**config.mk**
```make
export PLATFORM = sky130hd
export DESIGN_NAME = scan_sequencer
export DESIGN_NICKNAME = d
export VERILOG_FILES = /design/src/rtl/scan_sequencer.sv
export SDC_FILE = /design/constraint.sdc
export NUM_CORES = 1
export LEC_CHECK = 0
export CORE_MARGIN = 3
export CORE_UTILIZATION = 45
export CTS_CLUSTER_SIZE = 24
export DETAILED_ROUTE_END_ITERATION = 10
export DONT_BUFFER_PORTS = 1
export RECOVER_POWER = 100
export SETUP_SLACK_MARGIN = 0.02
export SLEW_MARGIN = 0
export SYNTH_ARGS = -nofsm -noshare
export SYNTH_HDL_FRONTEND = slang
export SYNTH_SLANG_ARGS = --single-unit
```
**constraint.sdc**
```tcl
create_clock -name clk -period 2.47 [get_ports clk]
set_clock_uncertainty 0.05 [all_clocks]
set_input_delay 0.247 -clock clk [delete_from_list [all_inputs] [get_ports clk]]
set_output_delay 0.247 -clock clk [all_outputs]
set_load 0.05 [all_outputs]
```
**src/rtl/scan_sequencer.sv**
```systemverilog
// Instruction sequencer: queues 8-bit instructions in a 4-entry FIFO and plays each one
// into a control unit as 8 serial shifts, an update strobe, two run strobes and a result capture.
module scan_sequencer (
    input  logic       clk,
    input  logic       reset,
    input  logic [7:0] instr_in,
    input  logic       instr_valid,
    output logic       instr_ready,
    output logic       data_in,
    output logic       shift,
    output logic       update,
    output logic       run,
    input  logic [4:0] z,
    output logic [4:0] result,
    output logic       result_valid,
    output logic       busy,
    output logic [2:0] fifo_count
);

    typedef enum logic [2:0] {StIdle, StShift, StUpdate, StRun, StDone} state_e;

    state_e     state_q;
    logic [7:0] fifo_q [4];
    logic [1:0] wr_ptr_q;
    logic [1:0] rd_ptr_q;
    logic [2:0] count_q;
    logic [7:0] working_q;
    logic [2:0] bit_cnt_q;
    logic       run_cnt_q;
    logic       push;
    logic       pop;

    // Ready depends on registered count only, so a full FIFO refuses even during a pop.
    assign instr_ready = (count_q < 3'd4);
    assign push        = instr_valid && instr_ready;
    assign pop         = (state_q == StIdle) && (count_q != 3'd0);
    assign fifo_count  = count_q;
    assign busy        = (state_q != StIdle) || (count_q != 3'd0);

    always_ff @(posedge clk) begin
        if (push) begin
            fifo_q[wr_ptr_q] <= instr_in;
        end
    end

    always_ff @(posedge clk) begin
        if (reset) begin
            wr_ptr_q <= 2'd0;
            rd_ptr_q <= 2'd0;
            count_q  <= 3'd0;
        end else begin
            if (push) begin
                wr_ptr_q <= wr_ptr_q + 2'd1;
            end
            if (pop) begin
                rd_ptr_q <= rd_ptr_q + 2'd1;
            end
            if (push && !pop) begin
                count_q <= count_q + 3'd1;
            end else if (pop && !push) begin
                count_q <= count_q - 3'd1;
            end
        end
    end

    always_ff @(posedge clk) begin
        if (reset) begin
            state_q      <= StIdle;
            working_q    <= 8'h00;
            bit_cnt_q    <= 3'd0;
            run_cnt_q    <= 1'b0;
            data_in      <= 1'b0;
            shift        <= 1'b0;
            update       <= 1'b0;
            run          <= 1'b0;
            result       <= 5'h00;
            result_valid <= 1'b0;
        end else begin
            result_valid <= 1'b0;
            unique case (state_q)
                StIdle: begin
                    if (pop) begin
                        working_q <= fifo_q[rd_ptr_q];
                        data_in   <= fifo_q[rd_ptr_q][0];
                        shift     <= 1'b1;
                        bit_cnt_q <= 3'd0;
                        state_q   <= StShift;
                    end
                end
                StShift: begin
                    if (bit_cnt_q == 3'd7) begin
                        shift   <= 1'b0;
                        data_in <= 1'b0;
                        update  <= 1'b1;
                        state_q <= StUpdate;
                    end else begin
                        bit_cnt_q <= bit_cnt_q + 3'd1;
                        data_in   <= working_q[bit_cnt_q + 3'd1];
                    end
                end
                StUpdate: begin
                    update    <= 1'b0;
                    run       <= 1'b1;
                    run_cnt_q <= 1'b0;
                    state_q   <= StRun;
                end
                StRun: begin
                    // Second run cycle covers the control unit's opcode decode lag.
                    if (run_cnt_q) begin
                        run     <= 1'b0;
                        state_q <= StDone;
                    end else begin
                        run_cnt_q <= 1'b1;
                    end
                end
                StDone: begin
                    result       <= z;
                    result_valid <= (working_q[7:6] != 2'b00);
                    state_q      <= StIdle;
                end
                default: begin
                    state_q <= StIdle;
                end
            endcase
        end
    end

endmodule

```
# After elaboration in Yosys (flattened, before gate mapping)
# Memory sizes are Yosys's and may differ from the RTL's. A register that Yosys moved wholly into a read port is not among the register bits.
# Index checks and enable logic that the tools add are counted.
word_totals:
  reg_bits: 32
  n_memories: 1
  ramBits: 32
  in_bits: 16
  word_cells: 80
  output_inout_bits: 15
classes:
  bitwise: 1
  reduce_logical: 23
  n_addsub: 5
  muxes: 26
  n_eq_ne: 9
  magnitude_cmp: 2
mem_list:
  columns: ["name", "depth", "word_bits", "rd", "rd_ports_with_merged_regs", "wr", "line_no", "text"]
  rows:
  - ["fifo_q", 4, 8, 1, 1, 1, "23", "logic [7:0] fifo_q [4];"]
op_table:
  columns: ["op", "count"]
  rows:
  - ["$mux 3", 7]
  - ["$pmux 3 s4", 1]
  - ["$pmux 1 s2", 5]
  - ["$reduce_bool 2->1", 5]
  - ["$mux 1", 9]
  - ["$reduce_and 3->1", 3]
  - ["$ne 2x2->1 const B", 4]
  - ["$reduce_and 2->1", 4]
  - ["$add 3x1->3 const B", 2]
  - ["$eq 3x2->1 const B", 2]
  - ["$eq 3x3->1 const B", 2]
  - ["$pmux 3 s2", 1]
  - ["$reduce_bool 3->1", 2]
  - ["$add 2x1->2 const B", 2]
  - ["$logic_and 1x1->1", 4]
  - ["$lt 3x4->1 const B", 1]
  - ["$mux 2", 2]
  - ["$bmux 1 s3", 1]
  - ["$eq 3x1->1 const B", 1]
  - ["$logic_not 3->1", 1]
  - ["$lt 3x3->1 const B", 1]
  - ["$sub 3x1->3 const B", 1]
  - ["$logic_not 1->1", 2]
  - ["$reduce_or 2->1", 1]
  - ["2 further kinds", 2]

# Logic depth before layout (Yosys ltp)
depth:
  ltp_word: 6
  ltp_mapped: 11
  ltp_nobuf: 9

# Least setup slack after synthesis
# OpenSTA, ideal clock, no wires.
synth_timing:
  path_type: "flip-flop to flip-flop"
  startpoint: "register count_q[0], in the netlist fifo_count[0]"
  endpoint: "register count_q[2], in the netlist fifo_count[2]"
  t_arrival_ns: 2.665
  path_buffers: 2
  period_less_slack_ns: 2.786
  stages_incl_launch_ff: 12
  required_time_ns: 2.349
  setup_slack_ns: -0.316
  setup_ns: 0.071
  path_cell_list: "dfxtp_1 or3_4 and2_1 buf_6 inv_6 buf_12 ha_1 inv_1 fa_1 xor2_1 or3_2 a21oi_1"
synth_between:
  elab_chain_cells: 5
  word_cells_on_any_way: 13
  classes_between: "2 x add/sub; 1 x order compare; 2 x mux; 8 x reduce/logical"
synth_rtl:
  columns: ["item", "line_no", "text"]
  rows:
  - ["start: declaration", "26", "logic [2:0] count_q;"]
  - ["start signal: assignment", "59", "count_q <= count_q + 3'd1;"]
  - ["start signal: assignment", "61", "count_q <= count_q - 3'd1;"]
  - ["$lt 3x3->1 or $reduce_bool 3->1 (tied branches)", "34, 36", null]
  - ["$logic_and 1x1->1 (on tied branches)", "35, 36", null]
  - ["$logic_not 1->1 (on tied branches)", "60, 58", null]
  - ["$logic_and 1x1->1 (on tied branches)", "60, 58", null]
  - ["$reduce_bool 2->1 (no line) or $mux 3 (tied branches)", null, null]
# Parallel ways exist; a longest one is shown, timed or not. The select of a mux whose other input is x is not followed.
# A chain may end at the register's enable or synchronous reset.

# Worst setup path after layout
# Same ends and word-level chain as after synthesis.

==> out/results.ini <==
[cts]
cts_setup_buffers=0
numCtsBuffers=9
cts_tree=yes
htreeDepth=3
clock_path_buffers=2
cts.root.buffer_cell=clkbuf_8
cts_sinks=66
insertion_delay_ns=0.33
clk_pin_slew_ns=0.07

[global_routing]
first_global_vias=1585
grt_usage_pct=14.6
overflow=0
grt_max_degree=34
antenna_found_initial=0
grt_pass1_wl_um=7940

[sta]
finalSetupTns_ns=0
hold_viol_final=0
finalSetupViolations=0
fmax_ghz=0.435
relSlewSlack_pct=27.8
hold_slack_ns=0.0167
period_share_pct=93.1
rsz0062_at_grt=false
drv_slew=0
period_needed_ns=2.30
worstMarginPinSlew_ns=1.08

[logic_synthesis]
syn_inst=214
yosys_register_bits=66
synth_area_mm2=0.00275
synth.distinct_cells=41
ys_warn_count=0
async_reset_ff_share_pct=0
ys_seq_area_share_pct=59.7
synth_ff_type=dfxtp_1
synth_edf_count=32
synthesis.nets=238
syn_avg_cell_area_um2=12.9

[worst_setup_path]
critPathKind=flop to flop
worstPathRequired_ns=2.68
cp_num_cells=9
worstPathMaxFanout=10
arrival_ns=2.51
crit_path_start_kind=flop
crit_path_cell_trace=or3_1 > and2_4 > inv_6 > ha_4 > inv_2 > fa_2 > xor2_1 > or3_4 > a21oi_1
startpoint=fifo_count[0]$_SDFFE_PP0P_
timing.rr.start=fifo_count[0]$_SDFFE_PP0P_
reg2reg_to=fifo_count[2]$_SDFFE_PP0P_
crit_path_top_delay_cell=or3_1
critPathBufInv=2
critPathCaptureType=flop
endpoint=fifo_count[2]$_SDFFE_PP0P_
crit_family=simple AND/OR/NAND/NOR gates
rrSetupSlack_ns=0.17
reg2reg_depth=9
critPathMaxStageDelay_ns=0.41

[layout]
area_growth_pct=13.1
final_cell_area_mm2=0.00311
diodes=0
final_layout_size_suffix_gt1_share_pct=22.6
layout.nets=253
fill_cells=482
final_core_util_pct=54.5

[detailed_routing]
num_vias=1607
drcViolationCount=0
wl_per_cell_um=15.2
viasPerCell=5.25
routed_wl_um=4670
drt_pass1_iterations=4
ant_nets=0
drt_iter0_drc=74

[pwr]
p_per_area_mw_per_mm2=1160
vdd_ir_drop_max_mv=0.534
p_leak_nw=1.07

[floorplan]
start_util_pct=48.2
die_width_um=84.2
die_h_um=84.2
core_mm2=0.00571
fp-row-count=27
die_area_mm2=0.00709
io_pins=31

[hold_path]
hold_class=input port to flop
whs_path_depth=2

[placement]
hpwl_um=3210
io_buffers=0
postPlaceCellArea_mm2=0.00285
gp_routability_congestion=0.728

[job]
maxCapViolCount=0

[run_status]
status=complete, no violations

==> through the flow <==
stage / setup slack [ns] / cells / power [W]
3_3_place_gp: 0.259 / 281 / 0.00274
4_1_cts: 0.125 / 306 / 0.00369
5_1_grt: 0.0734 / 306 / 0.00386
6_report: 0.169 / 306 / 0.00360
2_1_floorplan: -0.0226 / 214 / 0.00261
3_5_place_dp: 0.219 / 281 / 0.00278
==> cell usage after synthesis, types with 2 or more instances <==
library cell / instances / area [um2]
dfxtp_1: 34 / 681
edfxtp_1: 32 / 961
nor2_1: 22 / 82.6
nand2_1: 16 / 60.1
a21oi_1: 10 / 50.1
mux2i_1: 9 / 90.1
mux4_2: 9 / 203
a21oi_2: 8 / 70.1
nand2_2: 8 / 50.1
ha_1: 7 / 87.6
inv_1: 6 / 22.5
and2_1: 5 / 31.3
clkbuf_1: 5 / 18.8
nand3_1: 4 / 20.0
o21ai_0: 4 / 20.0
nor3_1: 3 / 15.0
xor2_1: 3 / 26.3
buf_2: 2 / 10.0
buf_4: 2 / 15.0
nor2b_1: 2 / 12.5
nor4b_1: 2 / 17.5
xnor2_1: 2 / 17.5
==> layer usage <==
layer	GRT usage [%]	part of all wire, %	routed length (um)
met2	23.6	51	2380
met1	18.0	44	2050
met5	0	0	0
met3	5.00	4.3	199
met4	5.70	0.79	37
==> cell families after synthesis <==
logic type	after synthesis	synth area share, %
AOI/OAI and AO/OA	28	7.00
xor gates and xnor gates	5	1.59
adders and majority gates	8	3.91
buffers and inverters	19	4.00
DFF	66	59.7
muxes	18	10.6
and+or+nand+nor	70	13.2
==> sequential cells by signal (all words and copies together), names as in the netlist, named ones only <==
register	count
run	1
wr_ptr_q	2
result	5
run_cnt_q	1
fifo_count	3
update	1
working_q	8
bit_cnt_q	3
rd_ptr_q	2
shift	1
data_in	1
result_valid	1
state_q	3
fifo_q	32
==> worst register-to-register path, cell delays in order (launching register included) <==
cell and delay [ns]:
dfxtp_4 0.34, or3_1 0.41, and2_4 0.21, inv_6 0.07, ha_4 0.13, inv_2 0.04
fa_2 0.37, xor2_1 0.17, or3_4 0.32, a21oi_1 0.12
==> cell usage in the layout (no fill, tap or decap), types with 5 or more instances in the layout <==
cell type,count
a21oi_2,6
dfxtp_1,32
mux4_2,9
ha_1,6
nor2_1,22
a21oi_1,12
mux2i_1,9
nand2_2,8
nand2_1,16
inv_1,5
dlygate4sd3_1,8
edfxtp_1,32
clkbuf_8,9
==> power breakdown <==
| part | switching [W] | leakage, nW | internal [W] |
|---|---|---|---|
| logic | 0.000697 | 0.403 | 0.000489 |
| clock network | 0.000399 | 0.0925 | 0.000467 |
| registers | 0.000199 | 0.572 | 0.00135 |
| total | 0.00129 | 1.07 | 0.00230 |
==> worst min path at each step <==
stage                            from  slack [ns]                          to
after global placement          reset        0.26  fifo_count[2]$_SDFFE_PP0P_
after CTS                        z[3]       0.002      result[3]$_SDFFE_PP0N_
after global routing             z[4]        0.02      result[4]$_SDFFE_PP0N_
after floorplan           instr_in[0]        0.30      fifo_q[0][0]$_DFFE_PP_
final                            z[3]        0.02      result[3]$_SDFFE_PP0N_
after detailed placement        reset        0.27   working_q[7]$_SDFFE_PP0P_
==> layout make-up <==
| class | instances | area (um2) | area share (%) |
|---|---|---|---|
| multi-input combinational | 129 | 1000 | 32.3 |
| sequential | 66 | 1650 | 53.0 |
| clock inverter | 6 | 67.6 | 2.17 |
| timing repair buffer | 16 | 141 | 4.54 |
| tap | 72 | 90.1 | 2.90 |
| inverter | 7 | 31.3 | 1.01 |
| clock buffer | 10 | 128 | 4.10 |
==> what timing repair did <==
| item | 4_1_cts | 5_1_grt |
|---|---|---|
| setup endpoints to repair | 0 | 1 |
| gates resized for setup | 0 | 1 |
| hold endpoints to repair | 66 | 0 |
| hold buffers | 9 | 0 |
Note: power is estimated with default switching activity, not from simulation.
